$ cat config.mk
export PLATFORM = sky130hd
export DESIGN_NAME = vga_timing_monitor
export DESIGN_NICKNAME = d
export VERILOG_FILES = /design/src/rtl/vga_timing_monitor.sv
export SDC_FILE = /design/constraint.sdc
export NUM_CORES = 1
export LEC_CHECK = 0
export ABC_AREA = 1
export CORE_MARGIN = 2
export CORE_UTILIZATION = 55
export DETAILED_ROUTE_END_ITERATION = 6
export HOLD_SLACK_MARGIN = 0.02
export PLACE_DENSITY = 0.91
export SLEW_MARGIN = 5
export SYNTH_ARGS = -nofsm -noshare
export SYNTH_HDL_FRONTEND = slang
export SYNTH_SLANG_ARGS = --single-unit
$ cat constraint.sdc
create_clock -name wb_clk_i -period 4.7 [get_ports wb_clk_i]
set_input_delay 0.94 -clock wb_clk_i [delete_from_list [all_inputs] [get_ports wb_clk_i]]
set_output_delay 0.94 -clock wb_clk_i [all_outputs]
set_load 0.03 [all_outputs]
$ cat src/rtl/vga_timing_monitor.sv
// vga_timing_monitor: recovers VGA line/frame timing, locks to the mode, reports per-frame lit totals and timing faults.
//   Ports: wb_clk_i clock; ext_reset_n sync active-low reset; hsync/vsync/red/green/blue video in;
//   locked, frame_done, frame_count[15:0], frame_lit[19:0], last_line_len[10:0], err_count[7:0],
//   state[1:0] (0 SEARCH, 1 ACQUIRE, 2 LOCKED), frame_crc[15:0].
//   Optional macro VGA_MON_CRC_EN adds a per-frame CRC-16-CCITT of the rgb stream; otherwise frame_crc is 0.
module vga_timing_monitor #(
  parameter int H_TOTAL = 800,
  parameter int H_SYNC_W = 96,
  parameter int V_TOTAL = 525,
  parameter int SYNC_ACTIVE_LOW = 1
) (
  input  logic        wb_clk_i,
  input  logic        ext_reset_n,
  input  logic        hsync,
  input  logic        vsync,
  input  logic        red,
  input  logic        green,
  input  logic        blue,
  output logic        locked,
  output logic        frame_done,
  output logic [15:0] frame_count,
  output logic [19:0] frame_lit,
  output logic [10:0] last_line_len,
  output logic [7:0]  err_count,
  output logic [1:0]  state,
  output logic [15:0] frame_crc
);
  typedef enum logic [1:0] {SEARCH = 2'd0, ACQUIRE = 2'd1, LOCKED = 2'd2} state_t;
  localparam logic POL = (SYNC_ACTIVE_LOW != 0);
  state_t      r_state, w_next;
  logic        r_hs_q, r_hs_p, r_vs_q, r_vs_p, r_h_valid;
  logic [2:0]  r_rgb_q;
  logic [10:0] r_h_cnt, w_line_len, w_lines;
  logic [9:0]  r_v_cnt;
  logic [7:0]  r_hs_w;
  logic [19:0] r_lit_acc;
  logic        w_hs_lead, w_hs_trail, w_vs_lead, w_lit, w_line_err, w_frame_err, w_err, w_done, w_err_inc;
  // sync registers hold the normalised (1 = asserted) level, so reset never fakes an edge
  assign w_hs_lead = r_hs_q & ~r_hs_p;
  assign w_hs_trail = ~r_hs_q & r_hs_p;
  assign w_vs_lead = r_vs_q & ~r_vs_p;
  assign w_lit = |r_rgb_q;
  assign w_line_len = (r_h_cnt == 11'h7FF) ? r_h_cnt : r_h_cnt + 11'd1;
  // an hs_lead coincident with vs_lead belongs to the frame that is ending
  assign w_lines = {1'b0, r_v_cnt} + {10'd0, w_hs_lead};
  assign w_line_err = (w_hs_lead & (w_line_len != 11'(H_TOTAL))) |
                      (w_hs_trail & (r_hs_w != 8'(H_SYNC_W))) |
                      (w_lines > 11'(V_TOTAL));
  assign w_frame_err = w_vs_lead & (w_lines != 11'(V_TOTAL));
  assign w_err = w_line_err | w_frame_err;
  assign state = r_state;
  always_comb begin
    w_next = (r_state == SEARCH) ? ((w_vs_lead && (r_h_valid || w_hs_lead)) ? ACQUIRE : SEARCH) :
             (r_state == ACQUIRE) ? (w_line_err ? SEARCH : (w_vs_lead && !w_frame_err) ? LOCKED : ACQUIRE) :
             (r_state == LOCKED) ? (w_err ? SEARCH : LOCKED) : SEARCH;
    w_done = (r_state == LOCKED) && w_vs_lead && !w_err;
    w_err_inc = (r_state == LOCKED) && w_err;
  end
  always_ff @(posedge wb_clk_i) begin
    if (!ext_reset_n) begin
      r_state <= SEARCH;
      r_hs_q <= 1'b0;
      r_hs_p <= 1'b0;
      r_vs_q <= 1'b0;
      r_vs_p <= 1'b0;
      r_rgb_q <= '0;
      r_h_valid <= 1'b0;
      r_h_cnt <= '0;
      r_v_cnt <= '0;
      r_hs_w <= '0;
      r_lit_acc <= '0;
      locked <= 1'b0;
      frame_done <= 1'b0;
      frame_count <= '0;
      frame_lit <= '0;
      last_line_len <= '0;
      err_count <= '0;
    end else begin
      r_state <= w_next;
      r_hs_q <= hsync ^ POL;
      r_hs_p <= r_hs_q;
      r_vs_q <= vsync ^ POL;
      r_vs_p <= r_vs_q;
      r_rgb_q <= {red, green, blue};
      r_h_valid <= r_h_valid | w_hs_lead;
      r_h_cnt <= w_hs_lead ? 11'd0 : (r_h_cnt != 11'h7FF) ? r_h_cnt + 11'd1 : r_h_cnt;
      r_v_cnt <= w_vs_lead ? 10'd0 : (w_hs_lead && r_v_cnt != 10'h3FF) ? r_v_cnt + 10'd1 : r_v_cnt;
      r_hs_w <= w_hs_trail ? 8'd0 : (r_hs_q && r_hs_w != 8'hFF) ? r_hs_w + 8'd1 : r_hs_w;
      // the vs_lead cycle itself is the first cycle of the new frame
      r_lit_acc <= w_vs_lead ? {19'd0, w_lit} : (w_lit && r_lit_acc != 20'hFFFFF) ? r_lit_acc + 20'd1 : r_lit_acc;
      locked <= (w_next == LOCKED);
      frame_done <= w_done;
      frame_count <= frame_count + {15'd0, w_done};
      frame_lit <= w_done ? r_lit_acc : frame_lit;
      last_line_len <= w_hs_lead ? w_line_len : last_line_len;
      err_count <= (w_err_inc && err_count != 8'hFF) ? err_count + 8'd1 : err_count;
    end
  end
`ifdef VGA_MON_CRC_EN
  logic [15:0] r_crc;
  // CRC-16-CCITT, MSB first, bits taken red then green then blue
  function automatic logic [15:0] crc3(input logic [15:0] c, input logic [2:0] d);
    logic [15:0] x;
    x = c;
    for (int k = 2; k >= 0; k--) x = {x[14:0], 1'b0} ^ ((x[15] ^ d[k]) ? 16'h1021 : 16'h0000);
    return x;
  endfunction
  always_ff @(posedge wb_clk_i) begin
    if (!ext_reset_n) begin
      r_crc <= '0;
      frame_crc <= '0;
    end else begin
      r_crc <= crc3(w_vs_lead ? 16'hFFFF : r_crc, r_rgb_q);
      frame_crc <= w_done ? r_crc : frame_crc;
    end
  end
`else
  assign frame_crc = 16'd0;
`endif
endmodule
Word level (Yosys, flattened, before mapping). Index checks and enable logic that the tools add are counted.

Input bits: 7. Register bits: 116. Output and inout bits: 75.

Magnitude comparators: 1. Muxes and demuxes: 10. Equality and inequality tests: 12. Add/sub/neg operators: 7. Reduce and logical (&&, ||, !) cells: 18. Bitwise gates (word level): 16.

Operators by type and width (count): 11-bit by 10-bit != test with 1-bit output (second input constant) (2); 20-bit by 1-bit adder with 20-bit output (second input constant) (1); 20-bit != test (second input constant) (1); 16-bit by 1-bit adder with 16-bit output (1); 8-bit by 1-bit adder with 8-bit output (second input constant) (2); 8-bit != test (second input constant) (2); 2-bit 2-to-1 mux (6); 10-bit by 1-bit adder with 11-bit output (1); 11-bit by 1-bit adder with 11-bit output (second input constant) (1); 11-bit equality test (second input constant) (1); 11-bit by 10-bit > comparator with 1-bit output (second input constant) (1); 11-bit 2-to-1 mux (1); 11-bit != test (second input constant) (1); 10-bit by 1-bit adder with 10-bit output (second input constant) (1); 10-bit != test (second input constant) (1); 1-bit logical AND (9); 8-bit by 7-bit != test with 1-bit output (second input constant) (1); 1-bit AND (6); 1-bit inverter (6); 2-bit OR reduction (3); 2-bit equality test (second input constant) (2); 1-bit bitwise OR (4); 1-bit 2-to-1 mux (3); 3-bit OR reduction (1); other kinds (5) (6).

Logic depth before layout (Yosys ltp). Gate-level depths: netlist of run 1.

Depth after elaboration: 12. Depth in mapped cells: 30. Depth with buffers taken out: 29.

Least setup slack after synthesis of run 1. OpenSTA, ideal clock, no wires.

Kind: register to register. Start: reg r_hs_q. End: reg frame_count[15]. Cell stages (with the launch flop): 31. Path buffers: 1. Arrival time: 3587 ps. Path slack: 985 ps. Library setup time: 128 ps. Period minus slack after synthesis: 3715 ps. Path through: dfxtp_1 > inv_1 > nor2_1 > ha_1 > nand3_1 > inv_1 > nand2_1 > nand2_1 > nand3_1 > nor2_4 > nand3_1 > nand2_1 > nand2_1 > nand2_2 > nand4_2 > nor2_4 > buf_6 > ha_1 > nand3_1 > nor2_1 > nand2_1 > nor2_1 > nand2_1 > nor2_1 > nand3_1 > nor2_1 > nand3_1 > nor2_1 > nand2_1 > xor2_1 > nor2_1.

Elaborated cells on any way between the ends: 15.

RTL lines: start: declaration (line 31) `logic r_hs_q, r_hs_p, r_vs_q, r_vs_p, r_h_valid;`; start signal: assignment (line 80) `r_hs_q <= hsync ^ POL;`; 1-bit AND * (line 39) `assign w_hs_lead = r_hs_q & ~r_hs_p;`; net w_hs_lead (line 37) `logic w_hs_lead, w_hs_trail, w_vs_lead, w_lit, w_line_err, w_frame_err, w_err, w_done, w_err_inc;`; 10-bit by 1-bit adder with 11-bit output / 1-bit AND (equally long branches) (line 45, 46); 11-bit by 10-bit > comparator with 1-bit output (tied with other cells) (line 48) `(w_lines > 11'(V_TOTAL));`; 1-bit bitwise OR / 1-bit AND (equally long branches) (line 47, 49); 1-bit bitwise OR * (line 50) `assign w_err = w_line_err | w_frame_err;`; 1-bit zero test * (line 56) `w_done = (r_state == LOCKED) && w_vs_lead && !w_err;`; 1-bit logical AND * (line 56); net w_done (line 37); 16-bit by 1-bit adder with 16-bit output * (line 93) `frame_count <= frame_count + {15'd0, w_done};`; end signal: assignment (line 93); end: declaration (line 21) `output logic [15:0] frame_count,`.

The timed path passes the listed nets; every way through them passes the cells marked *. A chain may end at the register's enable or synchronous reset.

Final worst setup path of run 1.
Start: reg r_hs_q. End: reg frame_count[15].

Elaborated cells on any way between the ends: 15.

RTL lines (line): 1-bit AND * (39); net w_hs_lead (37); 10-bit by 1-bit adder with 11-bit output / 1-bit AND (equally long branches) (45, 46); 11-bit by 10-bit > comparator with 1-bit output (tied with other cells) (48); 1-bit bitwise OR / 1-bit AND (equally long branches) (47, 49); 1-bit bitwise OR * (50); 1-bit zero test * (56); 1-bit logical AND * (56); 16-bit by 1-bit adder with 16-bit output * (93).

Marked as above.

==> metrics.md, run 1 <==
| Metric | Value |
|---|---|
| Status | `completed` |
| Dominant cells by area after synthesis | `sky130_fd_sc_hd__dfxtp_1, sky130_fd_sc_hd__nand2_1, sky130_fd_sc_hd__nor2_1` |
| Routability congestion estimate from global placement | `0.907` |
| Final Cycle Share | `0.885` |
| Class of the tightest hold or removal check | `reg2reg` |
| GRT Util Overall | `0.252` |
| Final Slew Violations | `0` |
| YS warnings | `0` |
| Post-cts hold buffer count | `0` |
| Area share of the largest cell type after synthesis | `0.410` |
| Worst IR drop on VDD | `0.269 mV` |
| Fill cells | `789` |
| Switching power total | `0.000603 W` |
| FF+latch count, synth | `116` |
| Placed wire-length estimate | `8.78 mm` |
| Achievable clock frequency | `0.240 GHz` |
| Arr. time, crit path | `4.54 ns` |
| CTS H-Tree Depth | `4` |
| Setup slack after layout | `0.541 ns` |
| Avg Inst Size Synth | `7.10 sq um` |
| Number of global-route vias before repair | `5057` |
| MaxCap Viol Count | `0` |
| 1st-pass router iterations | `6` |
| Tightest Pin Transition | `0.801 ns` |
| Count of routing violations after the opening detailed-route iteration | `477` |
| Number of cells traversed by the worst register-to-register path | `27` |
| Maximum number of pins on one net before global-route repair | `39` |
| Clock latency reported for the late side of the worst-skew pair | `0.52 ns` |
| Dominant cell type by area after synthesis | `sky130_fd_sc_hd__dfxtp_1` |
| Number of ports placed on the die boundary | `82` |
| Die Footprint | `11100 sq um` |
| Share of flip-flops with an asynchronous set or reset | `0` |
| Relative contribution of sequential cells to total power | `0.438` |
| Required time reported for the critical path endpoint | `5.08 ns` |
| Maximum clock path buffer count | `2` |
| Clock Pin Slew Worst Setup and Hold Paths | `0.06 ns` |
| Leak Pwr | `2.61 nW` |
| Flip-flop cell with the highest count after synthesis | `sky130_fd_sc_hd__dfxtp_1` |
| Count of final setup violators | `0` |
| Clock sink total | `116` |
| Clock period minus worst slack | `4.16 ns` |
| Residual antenna-violating net count after detailed routing | `0` |
| Number of inserted diodes | `0` |
| Max Fanout on Critical Path | `6` |
| Number of cells produced by synthesis | `798` |
| Critical path startpoint category | `register` |
| Proportion of layout cells with a drive suffix above 1 | `0.0738` |
| Setup repair after global routing missed its margin | `false` |
| Aggregate negative setup slack | `0 ns` |
| Flop-to-flop setup slack | `0.54 ns` |
| CTS tree | `built` |
| Buffers on Ports | `65` |
| Die Wd | `106 um` |
| Relative contribution of combinational cells to total power | `0.051` |
| Total global routing overflow | `0` |
| Critical register-to-register path endpoint | `frame_count[15]$_SDFF_PN0_` |
| Max_slew headroom | `0.463` |
| Total CTS buffers | `17` |
| Hold violation total from the final report | `0` |
| Most frequent cells after synthesis | `sky130_fd_sc_hd__nand2_1, sky130_fd_sc_hd__dfxtp_1, sky130_fd_sc_hd__nor2_1` |
| Average routed wire per standard cell | `13.5 um` |
| Number of rows in the core area | `37` |
| Most frequent cell after synthesis | `sky130_fd_sc_hd__nand2_1` |
| Startpoint of the most critical setup path | `r_hs_q$_SDFF_PN0_` |
| Seq/Total Area, Yosys | `0.410` |
| Synth Cell Area | `5670 sq um` |
| Kind of capture point of the worst setup path | `register` |
| Critical Path Sink | `frame_count[15]$_SDFF_PN0_` |
| Number of nets in the finished design | `885` |
| Final Cell Area | `6920 sq um` |
| Portion of total power attributed to the clock network | `0.510` |
| Post-detailed-placement cell area | `6370 sq um` |
| Internal cell power | `0.00168 W` |
| Routed vias | `5459` |
| Start-to-end type of the worst setup path | `reg2reg` |
| Post-Route WL | `13.8 mm` |
| Layout Skew | `0.00836 ns` |
| Layout-stage area growth over the synthesis result | `22.0%` |
| R2r startpoint | `r_hs_q$_SDFF_PN0_` |
| Root buffer cell | `sky130_fd_sc_hd__clkbuf_8` |
| Net switching share of the total power | `0.263` |
| Average via count per standard cell | `5.37` |
| Initial antenna violation count | `0` |
| Worst slack, placed | `0.613 ns` |
| Effective utilization at floorplan | `0.557` |
| Count of unique library cells instantiated by Yosys | `42` |
| Number of enable-type register cells in the synthesized netlist | `0` |
| Core ar. | `10200 sq um` |
| PD cells | `331 nW/um^2` |
| Residual DRC count | `0` |
| Die height | `106 um` |
| Wire length of the first global-routing pass | `23.0 mm` |
worst max-delay path: stages, from the launching register on:
cell and delay [ns]:
sky130_fd_sc_hd__dfxtp_1 0.34, sky130_fd_sc_hd__inv_1 0.10, sky130_fd_sc_hd__nor2_2 0.28, sky130_fd_sc_hd__ha_1 0.24, sky130_fd_sc_hd__nand2_1 0.12, sky130_fd_sc_hd__nor2_4 0.19, sky130_fd_sc_hd__nand3_1 0.12, sky130_fd_sc_hd__a21oi_2 0.22
sky130_fd_sc_hd__nand3_1 0.11, sky130_fd_sc_hd__nand2_1 0.06, sky130_fd_sc_hd__nand2_1 0.05, sky130_fd_sc_hd__nand2_2 0.12, sky130_fd_sc_hd__nand4_2 0.15, sky130_fd_sc_hd__nor2_4 0.14, sky130_fd_sc_hd__ha_1 0.19, sky130_fd_sc_hd__nand3_1 0.14
sky130_fd_sc_hd__nor2_1 0.16, sky130_fd_sc_hd__nand2_1 0.06, sky130_fd_sc_hd__nor2_1 0.17, sky130_fd_sc_hd__nand2_1 0.08, sky130_fd_sc_hd__nor2_1 0.17, sky130_fd_sc_hd__nand3_1 0.13, sky130_fd_sc_hd__nor2_1 0.16, sky130_fd_sc_hd__nand3_1 0.12
sky130_fd_sc_hd__nor2_1 0.10, sky130_fd_sc_hd__nand2_1 0.07, sky130_fd_sc_hd__xor2_1 0.15, sky130_fd_sc_hd__nor2_1 0.06
sequential cells by signal, summed over array words and instances (netlist names), 2 cells and up:
register       cells
r_v_cnt           10
r_rgb_q            3
last_line_len     11
err_count          8
frame_count       16
frame_lit         20
r_lit_acc         20
r_hs_w             8
r_h_cnt           11
state              2
power by group through the flow:
stage	combinational [W]	clock, W	sequential [W]
floorplan	0.0000933	0	0.00102
global placement	0.000109	0	0.00102
detailed placement	0.000111	0	0.00102
CTS	0.000116	0.00117	0.00100
global route	0.000128	0.00123	0.00100
finish	0.000118	0.00117	0.00100
metal layers:
layer,vias up,track usage,wire length (um)
met4,0,0.0921,327
li1,2700,-,-
met1,2498,0.320,6000
met2,230,0.414,6520
met5,-,0,0
met3,31,0.0637,912
worst min-delay path by stage:
stage | from | endpoint | cells after the start
after floorplan | r_vs_q$_SDFF_PN0_ | r_vs_p$_SDFF_PN0_ | 2
after global placement | r_vs_q$_SDFF_PN0_ | r_vs_p$_SDFF_PN0_ | 2
after detailed placement | r_vs_q$_SDFF_PN0_ | r_vs_p$_SDFF_PN0_ | 2
after CTS | r_vs_q$_SDFF_PN0_ | r_vs_p$_SDFF_PN0_ | 2
after global routing | r_vs_q$_SDFF_PN0_ | r_vs_p$_SDFF_PN0_ | 2
final | r_vs_q$_SDFF_PN0_ | r_vs_p$_SDFF_PN0_ | 2
layout make-up:
| cell class | instances | area (sq um) | share of cell area |
|---|---|---|---|
| Clock buffer | 17 | 414 | 0.0599 |
| Clock inverter | 15 | 125 | 0.0181 |
| Inverter | 106 | 398 | 0.0575 |
| Multi-Input combinational cell | 556 | 2790 | 0.403 |
| Sequential cell | 116 | 2320 | 0.336 |
| Tap cell | 136 | 170 | 0.0246 |
| Timing Repair Buffer | 71 | 696 | 0.101 |
timing repair:
action                                  4_1_cts  5_1_grt
endpoints found under the setup margin        0        1
setup buffers                                 0        0
gates resized for setup                       0        1
layout by cell type, fill, tap and decap left out, drive strengths merged, types with 10 or more instances in the layout:
cell type and instances:
a21oi 51, clkbuf 17, clkdlybuf4s50 65, conb 16, dfxtp 116, ha 10, inv 111, nand2 171
nand3 52, nand4 39, nor2 118, nor3 19, o21ai 33, xor2 15
logic make-up after synthesis:
logic type | synth area share
AO/OA/AOI/OAI | 0.0914
XOR/XNOR | 0.0309
adder cells (fa/ha/maj) | 0.0221
buffers and inverters | 0.109
flip-flops | 0.410
other | 0.000661
AND/OR/NAND/NOR | 0.337
per-stage QoR:
step | hold WS (ns) | power (W) | cells | utilization
6_report | 0.424 | 0.00229 | 1017 | 0.679
2_1_floorplan | 0.407 | 0.00112 | 813 | -
3_5_place_dp | 0.417 | 0.00113 | 985 | 0.626
3_3_place_gp | 0.410 | 0.00113 | 985 | 0.626
4_1_cts | 0.421 | 0.00229 | 1017 | 0.679
5_1_grt | 0.462 | 0.00236 | 1017 | 0.679
Note: power is estimated with default switching activity, not from simulation.
==> run 2: changes to the inputs <==
--- a/config.mk
+++ b/config.mk
@@ -6,6 +6,7 @@
 export NUM_CORES = 1
 export LEC_CHECK = 0
 export ABC_AREA = 1
+export CORE_ASPECT_RATIO = 1.75
 export CORE_MARGIN = 2
 export CORE_UTILIZATION = 55
 export DETAILED_ROUTE_END_ITERATION = 6
==> run 2 against run 1 <==
Compared with the run above:
- non-clock buffer count unchanged
- combinational power about the same
- clock power increased by 3%
- cell area increased by 0.14%
- routed wire length increased by 1.8%
- utilization increased by 0.15 points
- via count increased by 1.7%
- sequential power about the same
- die area increased by 0.29%
- flip-flop and latch count unchanged
- critical path depth decreased by 3
- setup slack improved by 0.18 ns
- critical endpoint unchanged
==> metrics.md, run 2 (same netlist as run 1, synthesis figures left out) <==
| Metric | Value |
|---|---|
| Residual DRC count | `0` |
| Relative contribution of sequential cells to total power | `0.430` |
| Critical path startpoint category | `register` |
| Tightest Pin Transition | `0.772 ns` |
| Post-cts hold buffer count | `0` |
| Number of rows in the core area | `49` |
| R2r startpoint | `r_hs_q$_SDFF_PN0_` |
| Commonest non-fill, non-tap cell in the layout | `sky130_fd_sc_hd__nand2_1` |
| Placed wire-length estimate | `9.77 mm` |
| Top library cells by usage in the layout, fill and taps aside | `sky130_fd_sc_hd__nand2_1, sky130_fd_sc_hd__dfxtp_1, sky130_fd_sc_hd__nor2_1` |
| Proportion of layout cells with a drive suffix above 1 | `0.0726` |
| Number of cells traversed by the worst register-to-register path | `24` |
| Maximum number of pins on one net before global-route repair | `39` |
| Average via count per standard cell | `5.51` |
| Wire length of the first global-routing pass | `23.5 mm` |
| PD cells | `337 nW/um^2` |
| Residual antenna-violating net count after detailed routing | `0` |
| Die height | `138 um` |
| Total global routing overflow | `0` |
| Hold violation total from the final report | `0` |
| Cell depth of the worst hold path | `2` |
| Status | `completed` |
| Start-to-end type of the worst setup path | `reg2reg` |
| Routability congestion estimate from global placement | `0.896` |
| Most prevalent standard cell on the critical path | `sky130_fd_sc_hd__nor2_1` |
| Worst Min Path Start | `r_vs_q$_SDFF_PN0_` |
| Buffers on Ports | `65` |
| Internal cell power | `0.00177 W` |
| 1st-pass router iterations | `5` |
| Max Fanout on Critical Path | `6` |
| Layout Skew | `0.00688 ns` |
| Count of routing violations after the opening detailed-route iteration | `375` |
| Master of the slowest instance on the critical path | `sky130_fd_sc_hd__nor2_1` |
| Critical register-to-register path endpoint | `frame_count[15]$_SDFF_PN0_` |
| Final cell count without fillers | `1008` |
| Leak Pwr | `2.61 nW` |
| Clock Pin Slew Worst Setup and Hold Paths | `0.06 ns` |
| Portion of total power attributed to the clock network | `0.519` |
| Number of ports placed on the die boundary | `82` |
| Max_slew headroom | `0.483` |
| Number of global-route vias before repair | `5461` |
| Core ar. | `10200 sq um` |
| CTS H-Tree Depth | `4` |
| Leading registers by flop count | `frame_lit: 20 flops, r_lit_acc: 20 flops, frame_count: 16 flops` |
| Initial antenna violation count | `0` |
| Layout-stage area growth over the synthesis result | `22.2%` |
| Placed instance count | `976` |
| Number of buffers added for setup after CTS | `0` |
| Total chip power | `0.00233 W` |
| Worst IR drop on VDD | `0.328 mV` |
| Destination of the worst hold path | `r_vs_p$_SDFF_PN0_` |
| Cell breakdown of the critical path | `inv_1 -> nor2_1 -> ha_1 -> nand3_1 -> xnor2_1 -> nor3b_2 -> nand4_4 -> nand2_2 -> nand4_2 -> nor2_4 -> ha_1 -> nand3_1 -> nor2_1 -> nand2_1 -> nor2_1 -> nand2_1 -> nor2_1 -> nand3_1 -> nor2_1 -> nand3_1 -> nor2_1 -> nand2_1 -> xor2_1 -> nor2_1` |
| Number of inserted diodes | `0` |
| Class of the tightest hold or removal check | `reg2reg` |
| Net switching share of the total power | `0.239` |
| Count of final setup violators | `0` |
| Kind of capture point of the worst setup path | `register` |
| Final Cycle Share | `0.846` |
| Effective utilization at floorplan | `0.557` |
| CTS tree | `built` |
| Aggregate negative setup slack | `0 ns` |
| Root buffer cell | `sky130_fd_sc_hd__clkbuf_16` |
| Arr. time, crit path | `4.25 ns` |
| Number of nets in the finished design | `885` |
| Clock period minus worst slack | `3.98 ns` |
| Die Wd | `80.7 um` |
| Setup repair after global routing missed its margin | `false` |
| Total CTS buffers | `17` |
| Post-Route WL | `14.0 mm` |
| Maximum single-stage delay on the critical path | `0.33 ns` |
| Routed vias | `5551` |
| GRT Util Overall | `0.265` |
| Required time reported for the critical path endpoint | `4.97 ns` |
| Number of gates resized after CTS | `0` |
| Relative contribution of combinational cells to total power | `0.050` |
| Clock sink total | `116` |
| Final Core Density | `0.680` |
| Final Cell Area | `6930 sq um` |
| Achievable clock frequency | `0.251 GHz` |
| Final Slew Violations | `0` |
| Clock latency reported for the late side of the worst-skew pair | `0.42 ns` |
| Average routed wire per standard cell | `13.9 um` |
| MaxCap Viol Count | `0` |
| Flop-to-flop setup slack | `0.72 ns` |
| Post-detailed-placement cell area | `6360 sq um` |
| Switching power total | `0.000558 W` |
| Die Footprint | `11200 sq um` |
| Maximum clock path buffer count | `2` |
run 2: layout make-up:
type                       instances  area, sq um
multi-input combinational        556         2790
fill                             802         3250
timing repair buffer              71          696
tap                              127          159
inverter                         106          398
clock inverter                    13          110
clock buffer                      19          453
sequential                       116         2320
run 2: how the worst max path moves through the flow:
stage / end / from / depth (start not counted)
6_report: frame_count[15]$_SDFF_PN0_ / r_hs_q$_SDFF_PN0_ / 24
5_1_grt: frame_count[14]$_SDFF_PN0_ / r_hs_q$_SDFF_PN0_ / 24
4_1_cts: frame_count[15]$_SDFF_PN0_ / r_hs_q$_SDFF_PN0_ / 24
3_5_place_dp: frame_count[15]$_SDFF_PN0_ / r_hs_q$_SDFF_PN0_ / 24
3_3_place_gp: frame_count[15]$_SDFF_PN0_ / r_hs_q$_SDFF_PN0_ / 24
2_1_floorplan: frame_count[15]$_SDFF_PN0_ / r_hs_q$_SDFF_PN0_ / 30
run 2: power groups by stage:
stage	clock network (W)	logic, W	registers [W]
6_report	0.00121	0.000117	0.00100
5_1_grt	0.00126	0.000129	0.00100
4_1_cts	0.00122	0.000115	0.00100
3_5_place_dp	0	0.000114	0.00102
3_3_place_gp	0	0.000112	0.00102
2_1_floorplan	0	0.0000933	0.00102
run 2: per-stage QoR:
stage | hold slack (ns) | setup WS, ns
6_report | 0.445 | 0.724
5_1_grt | 0.476 | 0.136
4_1_cts | 0.446 | 0.733
3_5_place_dp | 0.432 | 0.729
3_3_place_gp | 0.411 | 0.948
2_1_floorplan | 0.407 | 0.985
run 2: worst max-delay path, delay by kind of cell, from the launching register on:
kind                     cells  cell delay (ns)
flip-flops                   1             0.32
adder cells (fa/ha/maj)      2             0.43
AND/OR/NAND/NOR             19             2.64
XOR/XNOR                     2             0.36
buffers and inverters        1             0.07
run 2: per-layer routing:
layer | up-vias | part of all wire | track usage
li1 | 2700 | - | -
met1 | 2572 | 0.35 | 0.250
met2 | 229 | 0.54 | 0.487
met3 | 50 | 0.070 | 0.0862
met4 | 0 | 0.038 | 0.139
met5 | - | 0 | 0
==> run 3: changes to the inputs <==
--- a/config.mk
+++ b/config.mk
@@ -8,10 +8,10 @@
 export ABC_AREA = 1
 export CORE_ASPECT_RATIO = 1.75
 export CORE_MARGIN = 2
-export CORE_UTILIZATION = 55
+export CORE_UTILIZATION = 49
 export DETAILED_ROUTE_END_ITERATION = 6
 export HOLD_SLACK_MARGIN = 0.02
-export PLACE_DENSITY = 0.91
+export PLACE_DENSITY = 0.86
 export SLEW_MARGIN = 5
 export SYNTH_ARGS = -nofsm -noshare
 export SYNTH_HDL_FRONTEND = slang
==> constraint.sdc (replaced) <==
create_clock -name wb_clk_i -period 3.63 [get_ports wb_clk_i]
set_input_delay 0.726 -clock wb_clk_i [delete_from_list [all_inputs] [get_ports wb_clk_i]]
set_output_delay 0.726 -clock wb_clk_i [all_outputs]
set_load 0.03 [all_outputs]
==> run 3 against run 2 <==
Compared with the run above:
- clock power rose by 38%
- combinational power increased by 38%
- critical path type unchanged
- fmax increased by 10%
- sequential power rose by 30%
- critical endpoint unchanged
- sequential share of layout area down 1.4 points
- worst hold slack lost 0.016 ns
- die area grew 12%
- total power up 34%
==> metrics.md, run 3 (same netlist as run 1, synthesis figures left out) <==
| Metric | Value |
|---|---|
| MaxCap Viol Count | `0` |
| Core ar. | `11500 sq um` |
| Register Area | `2320 sq um` |
| Maximum single-stage delay on the critical path | `0.33 ns` |
| Buffers on Ports | `65` |
| Clock period minus worst slack | `3.61 ns` |
| Maximum number of pins on one net before global-route repair | `38` |
| Number of nets in the finished design | `901` |
| Layout-stage area growth over the synthesis result | `27.7%` |
| Class of the tightest hold or removal check | `reg2reg` |
| Wire length of the first global-routing pass | `23.8 mm` |
| Routed vias | `5566` |
| Setup repair after global routing missed its margin | `true` |
| Placed wire-length estimate | `10.1 mm` |
| Leak Pwr | `2.74 nW` |
| GRT met2 Usage | `0.426` |
| Final Slew Violations | `0` |
| Worst IR drop on VDD | `0.422 mV` |
| Clock Pin Slew Worst Setup and Hold Paths | `0.05 ns` |
| Root buffer cell | `sky130_fd_sc_hd__clkbuf_16` |
| Flop-to-flop setup slack | `0.02 ns` |
| Residual antenna-violating net count after detailed routing | `0` |
| Proportion of layout cells with a drive suffix above 1 | `0.116` |
| Die Footprint | `12500 sq um` |
| Count of final setup violators | `0` |
| Leading registers by flop count | `frame_lit: 20 flops, r_lit_acc: 20 flops, frame_count: 16 flops` |
| Max Fanout on Critical Path | `4` |
| Met1 track demand over resource | `0.230` |
| Routability congestion estimate from global placement | `0.927` |
| Worst slack, placed | `-0.0824 ns` |
| Commonest non-fill, non-tap cell in the layout | `sky130_fd_sc_hd__nand2_1` |
| Final Cycle Share | `0.994` |
| Master of the slowest instance on the critical path | `sky130_fd_sc_hd__dfxtp_2` |
| Hold WS | `0.429 ns` |
| Die Wd | `85.3 um` |
| 1st-pass router iterations | `7` |
| Initial antenna violation count | `0` |
| Die height | `146 um` |
| Arr. time, crit path | `3.90 ns` |
| Post-cts hold buffer count | `0` |
| Hold violation total from the final report | `0` |
| Clock sink total | `116` |
| Effective utilization at floorplan | `0.495` |
| Total global routing overflow | `0` |
| Total area of multi-input combinational cells | `2940 sq um` |
| Number of global-route vias before repair | `5412` |
| Top library cells by usage in the layout, fill and taps aside | `sky130_fd_sc_hd__nand2_1, sky130_fd_sc_hd__dfxtp_1, sky130_fd_sc_hd__nor2_1` |
| Number of inserted diodes | `0` |
| Achievable clock frequency | `0.277 GHz` |
| Critical path startpoint category | `register` |
| Clock latency reported for the late side of the worst-skew pair | `0.41 ns` |
| Busiest layer in global routing | `met2` |
| Count of routing violations after the opening detailed-route iteration | `291` |
| CTS H-Tree Depth | `4` |
| Most prevalent standard cell on the critical path | `sky130_fd_sc_hd__nand2_1` |
| Required time reported for the critical path endpoint | `3.93 ns` |
| PD cells | `433 nW/um^2` |
| GRT Util Overall | `0.235` |
| Setup slack after layout | `0.0214 ns` |
| CTS tree | `built` |
| Met3 Usage GRT | `0.0605` |
| Number of ports placed on the die boundary | `82` |
| Kind of capture point of the worst setup path | `register` |
| Average via count per standard cell | `5.41` |
| Status | `completed` |
| Tightest Pin Transition | `0.780 ns` |
| Max_slew headroom | `0.478` |
| Layout Skew | `0.00979 ns` |
| Residual DRC count | `0` |
| Start-to-end type of the worst setup path | `reg2reg` |
| Average routed wire per standard cell | `14.4 um` |
| Number of rows in the core area | `52` |
| Post-Route WL | `14.8 mm` |
| Maximum clock path buffer count | `2` |
| Total CTS buffers | `17` |
| Fill cells | `923` |
-- run 3: area by class of cell --
class,count,share of cell area
Multi-Input combinational cell,556,0.407
Sequential cell,116,0.321
Timing Repair Buffer,87,0.113
Clock buffer,19,0.0626
Inverter,106,0.0550
Tap cell,135,0.0233
Clock inverter,10,0.0185
-- run 3: what timing repair did --
item / CTS / global route
pin swaps: 2 / 18
endpoints found under the setup margin: 2 / 6
setup buffers: 1 / 9
resized for setup: 5 / 32
-- run 3: metrics by stage --
stage	power [W]	instance area, sq um	utilization	cells	TNS, ns
finish	0.00313	7240	0.632	1029	0
detailed placement	0.00148	6420	0.561	990	-0.0887
CTS	0.00314	7040	0.615	1020	0
global route	0.00322	7240	0.632	1029	-0.770
floorplan	0.00145	5730	-	813	0
global placement	0.00147	6420	0.561	990	0
-- run 3: final timing paths --
kind,from,cells past startpoint,to
worst min register to register,r_vs_q$_SDFF_PN0_,2,r_vs_p$_SDFF_PN0_
worst max-delay path,r_hs_q$_SDFF_PN0_,29,frame_count[15]$_SDFF_PN0_
worst max register to register,r_hs_q$_SDFF_PN0_,29,frame_count[15]$_SDFF_PN0_
worst min-delay path,r_vs_q$_SDFF_PN0_,2,r_vs_p$_SDFF_PN0_
-- run 3: per-layer routing --
| layer | routed length (um) | vias to the layer above | share of wire |
|---|---|---|---|
| met5 | 0 | - | 0 |
| met4 | 656 | 0 | 0.044 |
| met3 | 826 | 55 | 0.056 |
| met2 | 7920 | 205 | 0.53 |
| met1 | 5420 | 2581 | 0.37 |
| li1 | - | 2725 | - |
-- run 3: worst max-delay path, delay by kind of cell (launching register included) --
kind / cells / cell delay [ns]
fa+ha+maj: 2 / 0.35
flops: 1 / 0.33
simple gates: 24 / 2.58
xor+xnor: 1 / 0.14
buf+inv: 2 / 0.15
-- run 3: power breakdown --
group          switching (W)  internal [W]  total, W
Combinational       0.000116     0.0000451  0.000162
Clock               0.000572       0.00110   0.00167
Sequential         0.0000120       0.00129   0.00130
Total               0.000700       0.00243   0.00313
